**src/rtl/arb_pkg.sv**
```systemverilog
// Shared constants and state type for the arbitrated packet multiplexer.
package arb_pkg;

    localparam int unsigned N_CH  = 4;
    localparam int unsigned SEL_W = 2;

    typedef enum logic [0:0] {
        IDLE,
        XFER
    } state_e;

endpackage

```
**src/rtl/onehot_enc.sv**
```systemverilog
// Converts a 4-bit one-hot grant into a channel index.
// Also flags grants that have more than one bit set.
module onehot_enc
    import arb_pkg::*;
(
    input  logic [N_CH-1:0]  onehot,
    output logic [SEL_W-1:0] idx,
    output logic             multi_hot
);

    logic [N_CH-1:0] dec;

    always_comb begin
        idx = '0;
        for (int i = 0; i < N_CH; i++) begin
            if (onehot[i]) begin
                idx = idx | SEL_W'(i);
            end
        end
        // Clearing the lowest set bit leaves a nonzero value only when two or more bits are set.
        dec       = onehot - {{(N_CH-1){1'b0}}, 1'b1};
        multi_hot = |(onehot & dec);
    end

endmodule

```
**src/rtl/arb_packet_mux.sv**
```systemverilog
// Forwards whole packets from one of four channels to a single registered output.
// An external round-robin arbiter picks the channel; grant is held off until the packet ends.
module arb_packet_mux
    import arb_pkg::*;
#(
    parameter int unsigned DATA_W = 8,
    parameter int unsigned CNT_W  = 16
) (
    input  logic                   clk,
    input  logic                   rst_n,
    input  logic [N_CH-1:0]        in_valid,
    input  logic [N_CH*DATA_W-1:0] in_data,
    input  logic [N_CH-1:0]        in_last,
    output logic [N_CH-1:0]        in_ready,
    output logic [N_CH-1:0]        request,
    input  logic [N_CH-1:0]        grant,
    output logic                   out_valid,
    output logic [DATA_W-1:0]      out_data,
    output logic                   out_last,
    output logic [SEL_W-1:0]       out_src,
    input  logic                   out_ready,
    output logic [CNT_W-1:0]       pkt_count,
    output logic                   grant_err
);

    state_e              state_q, state_d;
    logic [SEL_W-1:0]    sel_q, sel_d;
    logic                out_valid_q, out_valid_d;
    logic [DATA_W-1:0]   out_data_q, out_data_d;
    logic                out_last_q, out_last_d;
    logic [SEL_W-1:0]    out_src_q, out_src_d;
    logic [CNT_W-1:0]    pkt_count_q, pkt_count_d;
    logic                grant_err_q, grant_err_d;

    logic [SEL_W-1:0]    grant_idx;
    logic                grant_multi;
    logic [DATA_W-1:0]   sel_data;
    logic                accept;

    onehot_enc u_onehot_enc (
        .onehot    (grant),
        .idx       (grant_idx),
        .multi_hot (grant_multi)
    );

    assign sel_data = in_data[sel_q*DATA_W +: DATA_W];
    assign accept   = (state_q == XFER) && in_valid[sel_q] && in_ready[sel_q];

    always_ff @(posedge clk or negedge rst_n) begin
        if (!rst_n) begin
            state_q     <= IDLE;
            sel_q       <= '0;
            out_valid_q <= 1'b0;
            out_data_q  <= '0;
            out_last_q  <= 1'b0;
            out_src_q   <= '0;
            pkt_count_q <= '0;
            grant_err_q <= 1'b0;
        end else begin
            state_q     <= state_d;
            sel_q       <= sel_d;
            out_valid_q <= out_valid_d;
            out_data_q  <= out_data_d;
            out_last_q  <= out_last_d;
            out_src_q   <= out_src_d;
            pkt_count_q <= pkt_count_d;
            grant_err_q <= grant_err_d;
        end
    end

    always_comb begin
        state_d     = state_q;
        sel_d       = sel_q;
        out_valid_d = out_valid_q;
        out_data_d  = out_data_q;
        out_last_d  = out_last_q;
        out_src_d   = out_src_q;
        pkt_count_d = pkt_count_q;
        grant_err_d = grant_err_q;

        if (out_valid_q && out_ready) begin
            out_valid_d = 1'b0;
        end

        unique case (state_q)
            IDLE: begin
                if (grant_multi) begin
                    grant_err_d = 1'b1;
                end else if (|(grant & in_valid)) begin
                    sel_d   = grant_idx;
                    state_d = XFER;
                end
            end
            XFER: begin
                if (accept) begin
                    out_valid_d = 1'b1;
                    out_data_d  = sel_data;
                    out_last_d  = in_last[sel_q];
                    out_src_d   = sel_q;
                    if (in_last[sel_q]) begin
                        state_d     = IDLE;
                        pkt_count_d = pkt_count_q + CNT_W'(1);
                    end
                end
            end
            default: state_d = IDLE;
        endcase
    end

    // rst_n gates request so the arbiter sees nothing while reset is held.
    always_comb begin
        request  = '0;
        in_ready = '0;
        if (state_q == IDLE && rst_n) begin
            request = in_valid;
        end
        if (state_q == XFER) begin
            in_ready[sel_q] = ~out_valid_q | out_ready;
        end
    end

    assign out_valid = out_valid_q;
    assign out_data  = out_data_q;
    assign out_last  = out_last_q;
    assign out_src   = out_src_q;
    assign pkt_count = pkt_count_q;
    assign grant_err = grant_err_q;

endmodule

```
**config.mk**
```make
export PLATFORM = sky130hd
export DESIGN_NAME = arb_packet_mux
export DESIGN_NICKNAME = d
export VERILOG_FILES = /design/src/rtl/arb_pkg.sv /design/src/rtl/onehot_enc.sv /design/src/rtl/arb_packet_mux.sv
export SDC_FILE = /design/constraint.sdc
export NUM_CORES = 1
export LEC_CHECK = 0
export ABC_AREA = 1
export ABC_CLOCK_PERIOD_IN_PS = 1400
export CELL_PAD_IN_SITES_DETAIL_PLACEMENT = 0
export CELL_PAD_IN_SITES_GLOBAL_PLACEMENT = 1
export CORE_MARGIN = 2
export CORE_UTILIZATION = 27
export DETAILED_ROUTE_END_ITERATION = 10
export PLACE_DENSITY = 0.86
export SYNTH_ARGS = -nofsm -noshare
export SYNTH_HDL_FRONTEND = slang
export SYNTH_SLANG_ARGS = --single-unit
export TNS_END_PERCENT = 50
```
**constraint.sdc**
```tcl
create_clock -name clk -period 1.4 [get_ports clk]
set_clock_uncertainty 0.2 [all_clocks]
set_input_delay 0.14 -clock clk [delete_from_list [all_inputs] [get_ports clk]]
set_output_delay 0.14 -clock clk [all_outputs]
set_load 0.01 [all_outputs]
```
# Word-level counts from Yosys, hierarchy flattened
# Index checks and enable logic that the tools add are counted.
# W data, S select, Z words.
# totals
reg_bits,32
out_inout_bits,37
word_cells,52
# op_classes
n_addsub,2
n_lt_le_gt_ge,2
shift,1
mux,21
bitwise_logic,7
reduce_logical,11
# op_table
operator,n
$shiftx A32 B6 Y8,1
$add A16 B1 Y16 const B,1
$and A4 B4 Y4,3
$mux W1,12
$mux W4,2
$reduce_or A4 Y1,2
$bmux W1 S2,3
$reduce_and A3 Y1,2
$logic_and A1 B1 Y1,5
$mux W2,2
$reduce_and A2 Y1,2
$sub A4 B1 Y4 const B,1
$lt A2 B3 Y1 const B,1
$not A1 Y1,3
$demux W1 S2,1
$ge A2 B1 Y1 const B,1
$pmux W1 S2,1
$or A1 B1 Y1,1

# Logic depth before layout (Yosys ltp)
# Gate-level depths: netlist of run 1.
# logic_depth
word_depth,11
depth_mapped,11

# Cells and area by module
# Synthesis of run 1 repeated with hierarchy kept, for this count alone.
# hier_totals
hier_cells,302
area_unflattened_um2,2009.4
# by_module_without_submodules
mod,n_inst,cells_each,area_each_um2,seq_area_each_um2
arb_packet_mux,1,292,1966.9,800.8
onehot_enc,1,10,42.5,0.0

# Least setup slack after synthesis of run 1
# No wires, ideal clock.
# synth_path
kind,register to register
startpoint,"register pkt_count_q[0], in the netlist pkt_count[0]"
endpoint,"register pkt_count_q[12], in the netlist pkt_count[12]"
t_arrival_ns,1.342
slack_ns,-0.258
stages_incl_launch_ff,9
synth_period_minus_slack_ns,1.658
cell_sequence,dfrtp_1 ha_1 nand3_1 nor2_2 nand3_1 nand2_1 nand2_1 nand2_2 nand2_1
# synth_via
elab_chain_len,1
# synth_lines
item,line_no,source
start: declaration,arb_packet_mux.sv:32,"logic [CNT_W-1:0] pkt_count_q, pkt_count_d;"
start signal: assignment,arb_packet_mux.sv:66,pkt_count_q <= pkt_count_d;
$add A16 B1 Y16,arb_packet_mux.sv:102,pkt_count_d = pkt_count_q + CNT_W'(1);
# Every way passes these cells.
# A chain may end at the register's enable or synchronous reset.

# Final worst setup path of run 1
# layout_path
startpoint,register sel_q[0]
endpoint,"register pkt_count_q[1], in the netlist pkt_count[1]"
# layout_via
elab_chain_len,10
# layout_lines
item,line_no,source
start: declaration,arb_packet_mux.sv:27,"logic [SEL_W-1:0] sel_q, sel_d;"
start signal: assignment,arb_packet_mux.sv:61,sel_q <= sel_d;
$lt A2 B3 Y1 (implied by the code) or $ge A2 B1 Y1 (tied branches),arb_packet_mux.sv:118,in_ready[sel_q] = ~out_valid_q | out_ready;
$logic_and A1 B1 Y1 (implied by the code),arb_packet_mux.sv:118,
$mux W1 (implied by the code),arb_packet_mux.sv:118,
$demux W1 S2,arb_packet_mux.sv:118,
$and A4 B4 Y4 (no source line),n/a,
$mux W4,arb_packet_mux.sv:117,if (state_q == XFER) begin
$bmux W1 S2,arb_packet_mux.sv:47,assign accept = (state_q == XFER) && in_valid[sel_q] && in_ready[sel_q];
$mux W1 (implied by the code),arb_packet_mux.sv:47,
$logic_and A1 B1 Y1,arb_packet_mux.sv:47,
$reduce_and A3 Y1 (no source line) *,n/a,
# Mark *: on every way between the ends. The rest lies on a longest branch, timed or not. The select of a mux whose other input is x is not followed.

==> results of run 1 <==
-- kinds of logic (layout without fill, tap and decap cells) --
logic type               count (synthesis)  in the layout  share of synthesized area
AND/OR/NAND/NOR                        201            204                      0.444
AO/OA/AOI/OAI                           24             24                     0.0586
flip-flops                              32             32                      0.383
XOR/XNOR                                 6              6                     0.0251
adder cells (fa/ha/maj)                  1              1                    0.00598
buffers and inverters                   34            172                     0.0831
-- final cells by class --
cell class	instances	area [µm²]	share of cell area
clock inverters	2	35.0	0.00970
inverters	28	110	0.0305
multi-input cells	235	1240	0.344
well taps	102	128	0.0353
clock buffers	6	72.6	0.0201
flip-flops and latches	32	807	0.223
repair buffers	136	1220	0.337
-- metal layers --
| layer | wire length, µm | up-vias | track usage |
|---|---|---|---|
| met5 | 0 | - | 0 |
| met4 | 65 | 0 | 0.0410 |
| met3 | 451 | 5 | 0.0485 |
| met2 | 3150 | 72 | 0.282 |
| met1 | 2550 | 1058 | 0.174 |
| li1 | - | 1217 | - |
-- power breakdown --
group | total [W] | internal, W | switching [W] | leakage (nW)
Clock | 0.000877 | 0.000528 | 0.000349 | 0.0552
Sequential | 0.00138 | 0.00119 | 0.000190 | 0.407
Combinational | 0.00358 | 0.00167 | 0.00191 | 1.38
-- state kept, by name, summed over array words and instances (netlist names) --
| name | flops |
|---|---|
| pkt_count | 16 |
| grant_err | 1 |
| out_last | 1 |
| state_q | 1 |
| out_valid | 1 |
| out_data | 8 |
| sel_q | 2 |
| out_src | 2 |
-- worst max-delay path, delay by kind of cell, from the launching register on --
kind / cells / cell delay (ns)
buf+inv: 2 / 0.30
flops: 1 / 0.48
simple gates: 7 / 0.54
-- layout by cell type (no fill, tap or decap) --
cell type | netlist | routed
xor2_1 | 3 | 3
inv_2 | 3 | 5
nor2_2 | 3 | 5
o21ai_0 | 15 | 7
clkbuf_1 | 0 | 1
nand4_1 | 6 | 6
a21oi_1 | 8 | 8
nor3_2 | 0 | 1
bufinv_16 | 0 | 1
nor3_1 | 3 | 2
buf_4 | 0 | 45
nand3_2 | 0 | 1
dlygate4sd2_1 | 0 | 23
nor2_1 | 19 | 15
buf_12 | 1 | 4
dfrtp_1 | 32 | 27
nand2_4 | 4 | 6
nand3_4 | 1 | 4
nor2_4 | 3 | 5
nand3b_1 | 2 | 2
clkdlybuf4s50_1 | 0 | 46
buf_6 | 3 | 6
clkdlybuf4s15_1 | 0 | 2
buf_2 | 2 | 10
inv_4 | 2 | 2
clkinv_2 | 0 | 1
clkbuf_8 | 0 | 5
dfrtp_2 | 0 | 5
xnor2_1 | 3 | 3
nand3_1 | 17 | 16
o21bai_1 | 1 | 1
o21ai_1 | 0 | 7
inv_1 | 23 | 21
nand2_2 | 15 | 24
o21ai_2 | 0 | 1
nor2_8 | 1 | 1
nand2_1 | 127 | 116
ha_2 | 0 | 1
-- worst min-delay path by stage --
stage                        from            end  slack (ns)  cells past startpoint
after CTS                   rst_n  pkt_count[10]        0.20                      2
after global placement    state_q      grant_err        0.24                      1
after global routing        rst_n  pkt_count[10]        0.24                      2
final                       rst_n   pkt_count[7]        0.18                      2
after detailed placement  state_q      grant_err        0.26                      1
after floorplan             rst_n      grant_err       -0.36                      0
-- repair_timing --
action | CTS | global route
cloned | 3 | 0
hold buffers | 0 | 0
setup buffers | 10 | 0
pin swaps | 8 | 3
setup endpoints to repair | 66 | 41
resized for setup | 98 | 13
-- stage by stage --
stage | instances | hold WS [ns] | worst slack (ns)
2_1_floorplan | 298 | -0.356 | -0.154
3_3_place_gp | 521 | 0.242 | -0.509
3_5_place_dp | 521 | 0.257 | -0.515
4_1_cts | 541 | 0.202 | -0.206
5_1_grt | 541 | 0.236 | -0.315
6_report | 541 | 0.177 | -0.214
==> metrics.md, run 1 <==
| Metric | Value |
|---|---|
| CP Max Fanout | `6` |
| Top cells by area, synth | `dfrtp_1 38%, nand2_1 23%, nand2_2 4.5%` |
| Setup CP Type | `flip-flop to flip-flop` |
| Vias/cell | `4.35` |
| Die area | `around 0.0085 mm²` |
| Syn nets | `346` |
| CP max stage delay | `around 0.48 ns` |
| Core area | `0.00761 mm²` |
| Hold Violations, Final | `0` |
| Num ports | `84` |
| Antenna violations before repair | `0` |
| Nets | `486` |
| Final WL | `6220 µm` |
| Initial Utilization | `0.275` |
| Core Util, Final | `0.475` |
| Number of remaining DRC errors | `0` |
| Pwr/cell area | `1620 mW/mm²` |
| Slew HR | `0.712` |
| Final setup viols | `37` |
| Avg Inst Size Synth | `7.02 µm²` |
| CP endpoint kind | `flip-flop` |
| Period utilisation layout | `1.15` |
| Post-synth ARST share | `1.00` |
| Final worst setup slack | `-0.214 ns` |
| First DRT Iteration DRCs | `62` |
| Placed cell area | `about 0.0034 mm²` |
| Synth area leader | `dfrtp_1` |
| Worst-Margin Slew | `0.432 ns` |
| Dpl hpwl | `4560 µm` |
| Filler instances | `787` |
| Register bit count reported by yosys | `32` |
| Max_cap viols | `0` |
| Layout cell share with drive strength beyond 1 | `0.303` |
| Reg2Reg Depth | `9` |
| Worst vdd ir | `0.806 mV` |
| Slowest-stage cell, CP | `dfrtp_2` |
| DIE HEIGHT | `92.0 µm` |
| Startpoint Class | `flip-flop` |
| Post-Synthesis Cell Area | `roughly 0.0021 mm²` |
| Post-route ant nets | `0` |
| Reg-to-Reg End | `pkt_count[1]` |
| Post-synthesis sequential area ratio | `0.383` |
| Htree depth | `2` |
| Synth top area share | `0.383` |
| Worst R2R Setup Slack | `-0.21 ns` |
| Crit. Startpoint | `sel_q[0]` |
| Port bufs | `83` |
| Cell variety after synth | `25` |
| Failing checks | `negative setup slack` |
| Number of synthesized flops with an enable pin | `0` |
| Finished Cell Area | `between 0.003 and 0.004 mm²` |
| Initial DRT Pass Iterations | `4` |
| Status | `finished, violations left` |
| Count leader, synth | `nand2_1` |
| Clock-pin slew on the worst setup and hold paths | `0.07 ns` |
| CTS buffer count | `5` |
| Via count | `2352` |
| Worst skew pair latency | `0.29 ns` |
| CP Data Required Time | `1.39 ns` |
| RSZ-0062 raised after global routing | `true` |
| DIE WIDTH | `slightly above 90 µm` |
| Slew Limit Fails | `0` |
| Vias in the first global route | `roughly 2400` |
| Buffer levels on the longest clock path | `2` |
| Total number of yosys warnings | `0` |
| Synth-to-layout area growth | `72.7%` |
| Number of clock sinks | `32` |
| Crit path DAT | `roughly 1.6 ns` |
| Leak | `1.84 nW` |
| Setup TNS | `-6.13 ns` |
| Post-synth top cells | `127 x nand2_1, 32 x dfrtp_1, 23 x inv_1, 19 x nor2_1, 17 x nand3_1` |
| Worst flop-to-flop path startpoint | `sel_q[0]` |
| Tmin final | `1.61 ns` |
| # rows | `32` |
| Fmax | `between 600 and 700 MHz` |
| Pin count of the biggest net entering global routing | `33` |
| Cell Chain, Critical Path | `buf_6 > nor2_4 > nand2_2 > nand2_2 > nor2_4 > buf_6 > nand3_4 > nand2_1 > nand2_1` |
| Placer congestion estimate | `0.798` |
| PnR Total Power | `between 0.005 and 0.006 W` |
| Root Driver | `clkbuf_8` |
| Ant. Diodes | `0` |
| First-pass GRT wire length | `10400 µm` |
| Drt wl/cell | `between 10 and 15 µm` |
| Tot GR Track Use | `0.155` |
| Post-synth top flop | `dfrtp_1` |
| Mapped Cells | `298` |
| Critical Path Sink | `pkt_count[1]` |
| Hold Crit Class | `input port to asynchronous set/reset pin` |
| Grt ovf | `0` |
| TritonCTS clock tree | `done` |
No activity file was read; power rests on OpenSTA's default activity.
==> run 2, diff against run 1 <==
--- a/config.mk
+++ b/config.mk
@@ -12,6 +12,7 @@
 export CORE_MARGIN = 2
 export CORE_UTILIZATION = 27
 export DETAILED_ROUTE_END_ITERATION = 10
+export GPL_TIMING_DRIVEN = 0
 export PLACE_DENSITY = 0.86
 export SYNTH_ARGS = -nofsm -noshare
 export SYNTH_HDL_FRONTEND = slang
==> run 2 against run 1 <==
  * The run ends with negative hold slack, negative setup slack left
  * Critical path depth increased by 2
  * Non-clock buffer count shrank 21
  * Flip-flop and latch count unchanged
  * Global-route usage is 0.78 points lower
  * Final cell count down 4.3%
  * Sequential power about the same
  * Worst hold slack got worse by 0.59 ns
  * Sequential share of layout area rose by 0.56 points
==> metrics.md, run 2 (same netlist as run 1, synthesis figures left out) <==
| Metric | Value |
|---|---|
| Status | `finished, violations left` |
| Failing checks | `negative hold slack, negative setup slack` |
| Max FFs per register | `16 (unchanged)` |
| Tot GR Track Use | `0.147 (-0.00781)` |
| Critical path's top delay family | `simple AND/OR/NAND/NOR gates` |
| CP Data Required Time | `1.43 ns (+0.04 ns)` |
| Initial Utilization | `0.275 (unchanged)` |
| CP endpoint kind | `flip-flop` |
| Slowest-stage cell, CP | `dfrtp_1` |
| First-pass GRT wire length | `10000 µm (-4.0%)` |
| Period utilisation layout | `1.19 (+0.0367)` |
| Buffer levels on the longest clock path | `2 (unchanged)` |
| Hold Crit Class | `input port to asynchronous set/reset pin` |
| DIE HEIGHT | `92.0 µm (unchanged)` |
| Post-route ant nets | `0 (unchanged)` |
| Worst vdd ir | `0.799 mV (-0.82%)` |
| CTS buffer count | `5 (unchanged)` |
| CP max stage delay | `0.39 ns (-0.09 ns)` |
| Core Util, Final | `0.465 (-0.0102)` |
| Clock-pin slew on the worst setup and hold paths | `0.07 ns (about the same)` |
| Hold Violations, Final | `32 (+32)` |
| Port bufs | `83 (unchanged)` |
| Root Driver | `clkbuf_8` |
| Number of clock sinks | `32 (unchanged)` |
| Slew HR | `0.707 (-0.00526)` |
| Die area | `0.00847 mm² (unchanged)` |
| Tmin final | `1.67 ns (+0.0514 ns)` |
| Layout cell share with drive strength beyond 1 | `0.281 (-0.0217)` |
| Worst skew pair latency | `0.29 ns (about the same)` |
| Final WL | `5970 µm (-4.1%)` |
| Most Frequent Cell on Critical Path | `nand2_2` |
| TritonCTS clock tree | `done` |
| P_int | `0.00336 W (-0.67%)` |
| Cell Chain, Critical Path | `buf_8 > inv_8 > nand2_2 > nand2_2 > nand2_2 > nand2_4 > nand2_8 > nor2_8 > clkbuf_16 > nand2_2 > nand2_1` |
| RSZ-0062 raised after global routing | `true` |
| Leak | `1.80 nW (-2.3%)` |
| Max_cap viols | `0 (unchanged)` |
| Inst Count DP | `483 (-7.3%)` |
| Synth-to-layout area growth | `69.0%` |
| Num ports | `84 (unchanged)` |
| Highest-count cells in the layout ignoring fill and taps | `109 x nand2_1, 45 x clkdlybuf4s50_1, 25 x nand2_2, 25 x dfrtp_1, 24 x dlygate4sd2_1` |
| Setup CP Type | `flip-flop to flip-flop` |
| Comb pwr share | `0.607 (-0.006)` |
| Startpoint Class | `flip-flop` |
| Setup WS pre-CTS | `-0.726 ns (-0.211 ns)` |
| Pin count of the biggest net entering global routing | `34 (+3.0%)` |
| Worst flop-to-flop path startpoint | `sel_q[0]` |
| DIE WIDTH | `92.0 µm (unchanged)` |
| Crit. Startpoint | `sel_q[0]` |
| Initial DRT Pass Iterations | `4 (unchanged)` |
| Pwr/cell area | `1620 mW/mm² (+0.47%)` |
| Vias/cell | `4.37 (+0.44%)` |
| Ant. Diodes | `0 (unchanged)` |
| Htree depth | `2 (unchanged)` |
| Placer congestion estimate | `0.751 (-6.0%)` |
| Fin Hold WS | `-0.411 ns (-0.588 ns)` |
| Slew Limit Fails | `0 (unchanged)` |
| CP Max Fanout | `8 (+2)` |
| Final worst setup slack | `-0.265 ns (-0.0514 ns)` |
| Dpl hpwl | `4340 µm (-4.8%)` |
| Drt wl/cell | `11.5 µm (+0.19%)` |
| Critical Path Sink | `pkt_count[11]` |
| Reg-to-Reg End | `pkt_count[11]` |
| Crit path DAT | `1.69 ns (+0.09 ns)` |
| # rows | `32 (unchanged)` |
| Grt ovf | `0 (unchanged)` |
| Worst R2R Setup Slack | `-0.27 ns (-0.05 ns)` |
| Stages on worst setup path | `11 (+2)` |
| Switching power | `0.00237 W (-3.1%)` |
| Vias in the first global route | `2213 (-6.2%)` |
| Buf+Inv Stages, Crit Path | `3 (+1)` |
| Switching share of power | `0.414 (-0.00601)` |
| First DRT Iteration DRCs | `76 (+23%)` |
| Antenna violations before repair | `0 (unchanged)` |
| Flop pwr share | `0.240 (+0.003)` |
| Fmax | `600 MHz (-3.1%)` |
| Nets | `463 (-4.7%)` |
| Reg2Reg Depth | `11 (+2)` |
| Most common cell after layout, fill and taps aside | `nand2_1` |
| Non-Filler Instances | `518 (-4.3%)` |
| Via count | `2262 (-3.8%)` |
| Core area | `0.00761 mm² (unchanged)` |
| Final setup viols | `37 (unchanged)` |
| Worst-Margin Slew | `0.440 ns (+0.00788 ns)` |
| Number of remaining DRC errors | `0 (unchanged)` |
| Clock Power Share | `0.153 (+0.003)` |
[run 2: changes by cell type in the layout (fill, tap and decap cells not counted), sizes merged]
cell           change
clkdlybuf4s50      -1
clkbuf             +1
nand3              -3
clkdlybuf4s15      +2
dlygate4sd2        +1
nor2               +1
buf               -24
[run 2: area by class of cell]
type | count | area [µm²]
Clock inverter | 2 | 35.0
Inverter | 28 | 120
Buffer | 6 | 83.8
Fill cell | 799 | 4070
Clock buffer | 6 | 72.6
Tap cell | 102 | 128
Sequential cell | 32 | 810
Timing Repair Buffer | 109 | 1020
Multi-Input combinational cell | 233 | 1270
[run 2: how the worst min path moves through the flow]
stage | cells after the start | slack, ns | end
after floorplan | 0 | -0.36 | grant_err
after global placement | 1 | 0.24 | grant_err
after detailed placement | 1 | 0.06 | pkt_count[10]
after CTS | 1 | -0.39 | pkt_count[10]
after global routing | 1 | -0.38 | pkt_count[14]
final | 1 | -0.41 | pkt_count[10]
[run 2: what timing repair did]
action                                  in CTS  in global routing
setup buffers                               20                  4
gates cloned                                 1                  2
endpoints found under the setup margin      66                 42
pin swaps                                   13                  9
hold endpoints to repair                    32                 32
resized for setup                           94                 29
[run 2: metal layers]
layer | vias to the layer above | GRT usage | share of wire | wire length, µm
li1 | 1163 | - | - | -
met1 | 1017 | 0.172 | 0.42 | 2500
met2 | 76 | 0.257 | 0.49 | 2920
met3 | 6 | 0.0485 | 0.079 | 474
met4 | 0 | 0.0410 | 0.011 | 66
met5 | - | 0 | 0 | 0
[run 2: per-stage QoR]
stage	TNS [ns]	hold WS (ns)	area, µm²	total power [W]
5_1_grt	-9.77	-0.377	3540	0.00617
6_report	-6.72	-0.411	3540	0.00574
3_3_place_gp	-42.76	0.244	3080	0.00422
3_5_place_dp	-14.15	0.0586	3080	0.00424
2_1_floorplan	-2.79	-0.356	2130	0.00317
4_1_cts	-6.78	-0.394	3380	0.00552
[run 2: worst reg2reg max path, cell delays in order (launching register included)]
cell and delay, ns:
dfrtp_1 0.39, buf_8 0.16, inv_8 0.08, nand2_2 0.05
nand2_2 0.07, nand2_2 0.06, nand2_4 0.11, nand2_8 0.08
nor2_8 0.15, clkbuf_16 0.18, nand2_2 0.04, nand2_1 0.05
[run 2: power groups by stage]
stage          sequential, W  clock (W)  combinational, W
2_1_floorplan        0.00146          0           0.00171
3_3_place_gp         0.00138          0           0.00284
3_5_place_dp         0.00139          0           0.00285
4_1_cts              0.00138   0.000901           0.00324
5_1_grt              0.00141   0.000950           0.00381
6_report             0.00138   0.000876           0.00349
==> run 3, diff against run 2 <==
--- a/config.mk
+++ b/config.mk
@@ -12,6 +12,7 @@
 export CORE_MARGIN = 2
 export CORE_UTILIZATION = 27
 export DETAILED_ROUTE_END_ITERATION = 10
+export GPL_ROUTABILITY_DRIVEN = 0
 export GPL_TIMING_DRIVEN = 0
 export PLACE_DENSITY = 0.86
 export SYNTH_ARGS = -nofsm -noshare
==> results of run 3 <==
Final layout, timing and power as in run 2 (identical DEF).
